===== config.mk =====
export PLATFORM = sky130hd
export DESIGN_NAME = hog_pix_feeder
export DESIGN_NICKNAME = d
export VERILOG_FILES = /design/src/rtl/hog_pix_feeder.sv
export SDC_FILE = /design/constraint.sdc
export NUM_CORES = 1
export LEC_CHECK = 0
export ABC_AREA = 0
export CAP_MARGIN = 20
export CORE_UTILIZATION = 30
export CTS_CLUSTER_DIAMETER = 30
export CTS_CLUSTER_SIZE = 24
export DETAILED_ROUTE_END_ITERATION = 8
export PLACE_DENSITY = 0.43
export RECOVER_POWER = 25
export SLEW_MARGIN = 20
export SYNTH_ARGS = -nofsm -noshare
export SYNTH_HDL_FRONTEND = slang
export SYNTH_SLANG_ARGS = --single-unit

===== constraint.sdc =====
create_clock -name clk -period 8.6 [get_ports clk]
set_input_delay 1.72 -clock clk [delete_from_list [all_inputs] [get_ports clk]]
set_output_delay 1.72 -clock clk [all_outputs]
set_load 0.005 [all_outputs]

===== src/rtl/hog_pix_feeder.sv =====
// hog_pix_feeder: walks a frame in HOG cell order and presents {top,bot,left,right} neighbour words to hog.
module hog_pix_feeder #(
  parameter int PIX_W  = 8,
  parameter int IMG_W  = 320,
  parameter int IMG_H  = 240,
  parameter int CELL   = 8,
  parameter int ADDR_W = 17
) (
  input  logic               clk,
  input  logic               rst,
  input  logic               start,
  input  logic               request,
  output logic               ready,
  output logic [4*PIX_W-1:0] i_data,
  output logic               mem_rd,
  output logic [ADDR_W-1:0]  mem_addr,
  input  logic [PIX_W-1:0]   mem_rdata,
  output logic               busy,
  output logic               done
);
  localparam int LC = $clog2(CELL);
  localparam int CW = 16;
  typedef enum logic [2:0] {IDLE, F0, F1, F2, F3, CAP, HOLD} state_t;
  state_t state, nxt;
  logic [CW-1:0] px, py, cx, cy, x, y;
  logic [ADDR_W-1:0] row_base, ctr;
  logic [PIX_W-1:0] top_r, bot_r, left_r;
  logic oob_t, oob_b, oob_l, oob_r, px_w, py_w, cx_w, cy_w, consume, last;
  assign x        = (cx << LC) | px;
  assign y        = (cy << LC) | py;
  assign ctr      = row_base + ADDR_W'(x);
  assign oob_t    = y == '0;
  assign oob_b    = y == CW'(IMG_H - 1);
  assign oob_l    = x == '0;
  assign oob_r    = x == CW'(IMG_W - 1);
  assign px_w     = px == CW'(CELL - 1);
  assign py_w     = py == CW'(CELL - 1);
  assign cx_w     = cx == CW'(IMG_W / CELL - 1);
  assign cy_w     = cy == CW'(IMG_H / CELL - 1);
  assign last     = px_w && py_w && cx_w && cy_w;
  assign consume  = state == HOLD && ready && request;
  assign busy     = state != IDLE;
  // Reads are issued combinationally so data lands in the following fetch state.
  always_comb begin
    nxt      = state;
    mem_rd   = 1'b0;
    mem_addr = '0;
    case (state)
      IDLE: nxt = start ? F0 : IDLE;
      F0: begin
        mem_rd   = !oob_t;
        mem_addr = oob_t ? '0 : ctr - ADDR_W'(IMG_W);
        nxt      = F1;
      end
      F1: begin
        mem_rd   = !oob_b;
        mem_addr = oob_b ? '0 : ctr + ADDR_W'(IMG_W);
        nxt      = F2;
      end
      F2: begin
        mem_rd   = !oob_l;
        mem_addr = oob_l ? '0 : ctr - 1'b1;
        nxt      = F3;
      end
      F3: begin
        mem_rd   = !oob_r;
        mem_addr = oob_r ? '0 : ctr + 1'b1;
        nxt      = CAP;
      end
      CAP:     nxt = HOLD;
      HOLD:    nxt = consume ? (last ? IDLE : F0) : HOLD;
      default: nxt = IDLE;
    endcase
  end
  always_ff @(posedge clk) begin
    if (rst) begin
      state    <= IDLE;
      px       <= '0;
      py       <= '0;
      cx       <= '0;
      cy       <= '0;
      row_base <= '0;
      top_r    <= '0;
      bot_r    <= '0;
      left_r   <= '0;
      i_data   <= '0;
      ready    <= 1'b0;
      done     <= 1'b0;
    end else begin
      state <= nxt;
      done  <= consume && last;
      if (state == IDLE && start) begin
        px       <= '0;
        py       <= '0;
        cx       <= '0;
        cy       <= '0;
        row_base <= '0;
      end
      if (state == F1) top_r <= oob_t ? '0 : mem_rdata;
      if (state == F2) bot_r <= oob_b ? '0 : mem_rdata;
      if (state == F3) left_r <= oob_l ? '0 : mem_rdata;
      if (state == CAP) begin
        i_data <= {top_r, bot_r, left_r, oob_r ? '0 : mem_rdata};
        ready  <= 1'b1;
      end
      if (consume) begin
        ready <= 1'b0;
        px    <= px_w ? '0 : px + 1'b1;
        if (px_w) py <= py_w ? '0 : py + 1'b1;
        if (px_w && py_w) cx <= cx_w ? '0 : cx + 1'b1;
        if (px_w && py_w && cx_w) cy <= cy_w ? '0 : cy + 1'b1;
        // Leaving a cell jumps back up CELL-1 rows; otherwise step one row down.
        if (px_w)
          row_base <= last ? '0 :
                      (py_w && !cx_w) ? row_base - ADDR_W'((CELL - 1) * IMG_W) :
                      row_base + ADDR_W'(IMG_W);
      end
    end
  end
endmodule

Word-level counts from Yosys, hierarchy flattened
Index checks and enable logic that the tools add are counted.
{"block": "totals", "register_bits": 142, "latchBits": 0, "mem_bits_rw": 0, "romBits": 0, "input_bits": 12, "out_inout_bits": 53, "elab_cells": 90, "n_memories": 0}
{"block": "classes", "addsub": 11, "multipliers": 0, "n_div": 0, "n_lt_le_gt_ge": 0, "n_eq_ne": 12, "shifts": 0, "mux": 34, "bitwise_logic": 2, "n_reduce_logical": 19}
{"cell": "$mux W16", "count": 15}
{"cell": "$mux W17", "count": 9}
{"cell": "$pmux W17 S4", "count": 1}
{"cell": "$add A16 B1 Y16 const B", "count": 4}
{"cell": "$add A17 B9 Y17 const B", "count": 2}
{"cell": "$eq A16 B3 Y1 const B", "count": 2}
{"cell": "$logic_not A16 Y1", "count": 2}
{"cell": "$mux W8", "count": 4}
{"cell": "$or A16 B16 Y16", "count": 2}
{"cell": "$pmux W3 S7", "count": 1}
{"cell": "$add A17 B1 Y17 const B", "count": 1}
{"cell": "$add A17 B16 Y17", "count": 1}
{"cell": "$sub A17 B1 Y17 const B", "count": 1}
{"cell": "$sub A17 B12 Y17 const B", "count": 1}
{"cell": "$sub A17 B9 Y17 const B", "count": 1}
{"cell": "$eq A16 B5 Y1 const B", "count": 1}
{"cell": "$eq A16 B6 Y1 const B", "count": 1}
{"cell": "$eq A16 B8 Y1 const B", "count": 1}
{"cell": "$eq A16 B9 Y1 const B", "count": 1}
{"cell": "$eq A3 B3 Y1 const B", "count": 3}
{"cell": "$logic_and A1 B1 Y1", "count": 8}
{"cell": "$eq A3 B2 Y1 const B", "count": 2}
{"cell": "$logic_not A1 Y1", "count": 5}
{"cell": "$pmux W1 S4", "count": 1}
{"cell": "other kinds (7)", "count": 8}

Longest topological paths before layout
{"block": "logic_depth", "ltp_word": 7, "depth_mapped": 15, "depth_no_buf": 14}

Worst setup path before layout
Ideal clock, no wire load.
{"block": "synth_path", "path_type": "reg2out", "startpoint": "register px[3]", "endpoint": "output port mem_addr[16]", "arrival_time_ps": 3980, "slack_ps": 2900, "stages_incl_launch_ff": 16, "cell_sequence": "dfxtp_1 > clkbuf_1 > or2_2 > ha_1 > and2_4 > a221o_1 > or4_1 > and3_1 > buf_6 > inv_2 > ha_1 > and4_1 > or4b_1 > a2111oi_2 > a311oi_1 > a41oi_1"}
{"block": "synth_between", "elab_chain_cells": 5}
{"element": "start, declared", "line_no": "25", "source": "logic [CW-1:0] px, py, cx, cy, x, y;"}
{"element": "start signal, assigned", "line_no": "108", "source": "px <= px_w ? '0 : px + 1'b1;"}
{"element": "$or A16 B16 Y16 (*)", "line_no": "29", "source": "assign x = (cx << LC) | px;"}
{"element": "$add A17 B16 Y17", "line_no": "31", "source": "assign ctr = row_base + ADDR_W'(x);"}
{"element": "$add A17 B1 Y17 (tied with other cells)", "line_no": "67", "source": "mem_addr = oob_r ? '0 : ctr + 1'b1;"}
{"element": "$mux W17, on equally long branches"}
{"element": "$pmux W17 S4 (*)", "line_no": "48", "source": "case (state)"}
{"element": "end, declared", "line_no": "16", "source": "output logic [ADDR_W-1:0] mem_addr,"}
Mark *: on every way between the ends. The rest lies on a longest branch, timed or not.

Final worst setup path
Ends and elaborated chain as after synthesis.

==> results_dict.tcl <==
set metrics [dict create \
    synth_ff_type "dfxtp_1" \
    dr.pass1.iters 5 \
    tns_ps 0 \
    regArea_um2 2840 \
    synth_area_um2 8760 \
    criticalPathCategory "flip-flop to primary output" \
    coreArea_um2 28700 \
    drv_cap 2 \
    syn_area_per_cell_um2 7.37 \
    synthDominantCellAreaShare_pct 32.5 \
    clk_pin_slew_ps 70 \
    final.setup_skew_ps 19.9 \
    diodes 0 \
    cts-htree-levels 4 \
    syn_to_final_growth_pct 17.7 \
    ys_types 75 \
    holdBufCountCts 0 \
    die_area_um2 29900 \
    swShare_pct 28.2 \
    yosys-top-cells-area "dfxtp_1, a21oi_1, nand2_1" \
    fin_crit_sh_pct 80.2 \
    relSlewSlack_pct -170 \
    antenna_found_initial 0 \
    post-cts-setup-buffers 0 \
    tritoncts "yes" \
    die_w_um 173 \
    root_buffer "clkbuf_16" \
    place_congestion 0.810 \
    post-synth-top-count-cell "nand2_1" \
    critPathArrivalTime_ps 5180 \
    synth-seq-cells 142 \
    io_buffers 64 \
    grt_max_degree 89 \
    cp-start-kind "flip-flop" \
    groute.usage.overall_pct 17.5 \
    dp_hpwl_um 18000 \
    routedWlPerCell_um 16.1 \
    p_int_uw 1070 \
    ys_seq_area_share_pct 32.5 \
    multi_input_area_um2 5580 \
    final_cells 1609 \
    pwr-share-comb_pct 4.6 \
    setup_viol 0 \
    tightest_slew_ps 4050 \
    path_max_fanout 10 \
    drive_gt1_share_pct 7.10 \
    clk_latency_ps 440 \
    avgViaCountPerCell 5.29 \
    synth_warnings 0 \
    required_ps 6880 \
    p_leak_uw 0.00375 \
    hp-class "flip-flop to flip-flop" \
    ctsResizeCount 0 \
    p_seq_share_pct 44.3 \
    cts_buffer_depth 2 \
    drtIter0Drc 544 \
    cts-buffers-inserted 17 \
    detail-route-antenna-nets 0 \
    syn-num-nets 1237 \
    gr-total-overflow 0 \
    routed_wl_um 26000 \
    hold_viol_final 0 \
    fmax_mhz 145 \
    power.share.clock_pct 51.1 \
    run_status "complete, but fails checks" \
    p_per_area_nw_per_um2 145 \
    fin_crit_ps 6900 \
    power.switching_uw 422 \
    initial_core_util_pct 30.5 \
    synth_common_cells "nand2_1, a21oi_1, dfxtp_1" \
    die_h_um 173 \
    ios 65 \
    grt_pass1_wl_um 42600 \
    first_global_vias 7908 \
    yosysTopAreaCell "dfxtp_1" \
    syn_inst 1188 \
    violations "capacitance limit, slew limit" \
    maxSlewViolCount 136 \
    cts.sinks 142 \
    drc 0 \
    grt_setup_unrepaired "false" \
    r2r_cells 14 \
    dr_total_vias 8511 \
    num-nets-final 1261 \
    synth_edf_count 0 \
    fillers 3080 \
    peakVddDrop_mv 0.151 \
    hold_path_depth 2 \
    synthArstFlopShare_pct 0 \
    crit_path_end_kind "primary output" \
    row_count 62 \
    dp.cells 1577 \
]
-- area by class of cell --
type	count	share of cell area, %
multi-input cells	957	54.2
flip-flops and latches	142	27.6
repair buffers	74	6.85
well taps	384	4.66
clock buffers	17	4.13
clock inverters	15	1.86
inverters	20	0.729
-- power groups by stage --
stage,clock [uW],combinational [uW],sequential (uW)
floorplan,0,40.9,675
global placement,0,70.5,678
detailed placement,0,70.4,678
CTS,786,70.5,662
global route,815,76.4,663
finish,765,69.2,662
-- logic make-up after synthesis --
| group | count (synthesis) | share of synthesized area (%) |
|---|---|---|
| simple gates | 549 | 31.1 |
| mux | 3 | 0.343 |
| compound gates | 333 | 23.0 |
| fa+ha+maj | 37 | 5.37 |
| buf+inv | 89 | 3.94 |
| flops | 142 | 32.5 |
| xor+xnor | 35 | 3.71 |
-- routing by layer --
metal  global-route usage (%)  wire, um
met3                     2.46       680
met1                     24.4     13300
met5                        0         0
met2                     28.2     11700
met4                     4.65       269
-- path summary, 6_finish.rpt --
kind / endpoint / slack, ps / from
worst max register to register: row_base[16]$_SDFF_PP0_ / 4390 / py[10]$_SDFF_PP0_
worst min-delay path: i_data[1]$_SDFFE_PP0P_ / 450 / i_data[1]$_SDFFE_PP0P_
worst max-delay path: mem_addr[16] / 1700 / px[3]$_SDFFE_PP0P_
worst min register to register: i_data[1]$_SDFFE_PP0P_ / 450 / i_data[1]$_SDFFE_PP0P_
-- flip-flops by register name, indices dropped and copies added, names as in the netlist --
signal    cells
state         3
row_base     17
done          1
py           16
cy           16
px           16
bot_r         8
cx           16
top_r         8
i_data       32
left_r        8
ready         1
-- per-stage QoR --
stage | instance area [um^2] | worst slack, ps | total power (uW) | hold WS, ps | utilization, %
after floorplan | 8760 | 2900 | 716 | 432 | -
after global placement | 9680 | 2190 | 748 | 440 | 33.7
after detailed placement | 9680 | 2150 | 748 | 445 | 33.7
after CTS | 10300 | 1680 | 1520 | 456 | 35.9
after global routing | 10300 | 1380 | 1550 | 470 | 35.9
final | 10300 | 1700 | 1500 | 451 | 35.9
-- layout by cell type (no fill, tap or decap), types with 16 or more instances in the layout --
cell	n
nand2_1	154
a21oi_1	148
dfxtp_1	142
nor2_1	125
o21ai_0	73
nand3_1	68
clkdlybuf4s50_1	63
and3_1	36
ha_1	36
nor3_1	25
xnor2_1	22
and2_1	20
inv_1	19
or2_2	18
clkbuf_16	17
a311oi_1	16
-- critical path: stages (launching register included) --
cell	delay, ps
dfxtp_1	400
or2_2	340
ha_1	340
and2_4	180
a221o_1	410
or4_1	480
and3_1	290
inv_2	140
ha_1	230
and4_1	210
or4b_1	500
a2111oi_2	390
a311oi_1	80
a41oi_1	220
clkdlybuf4s50_1	540
Power figures use the tool's default switching activity.
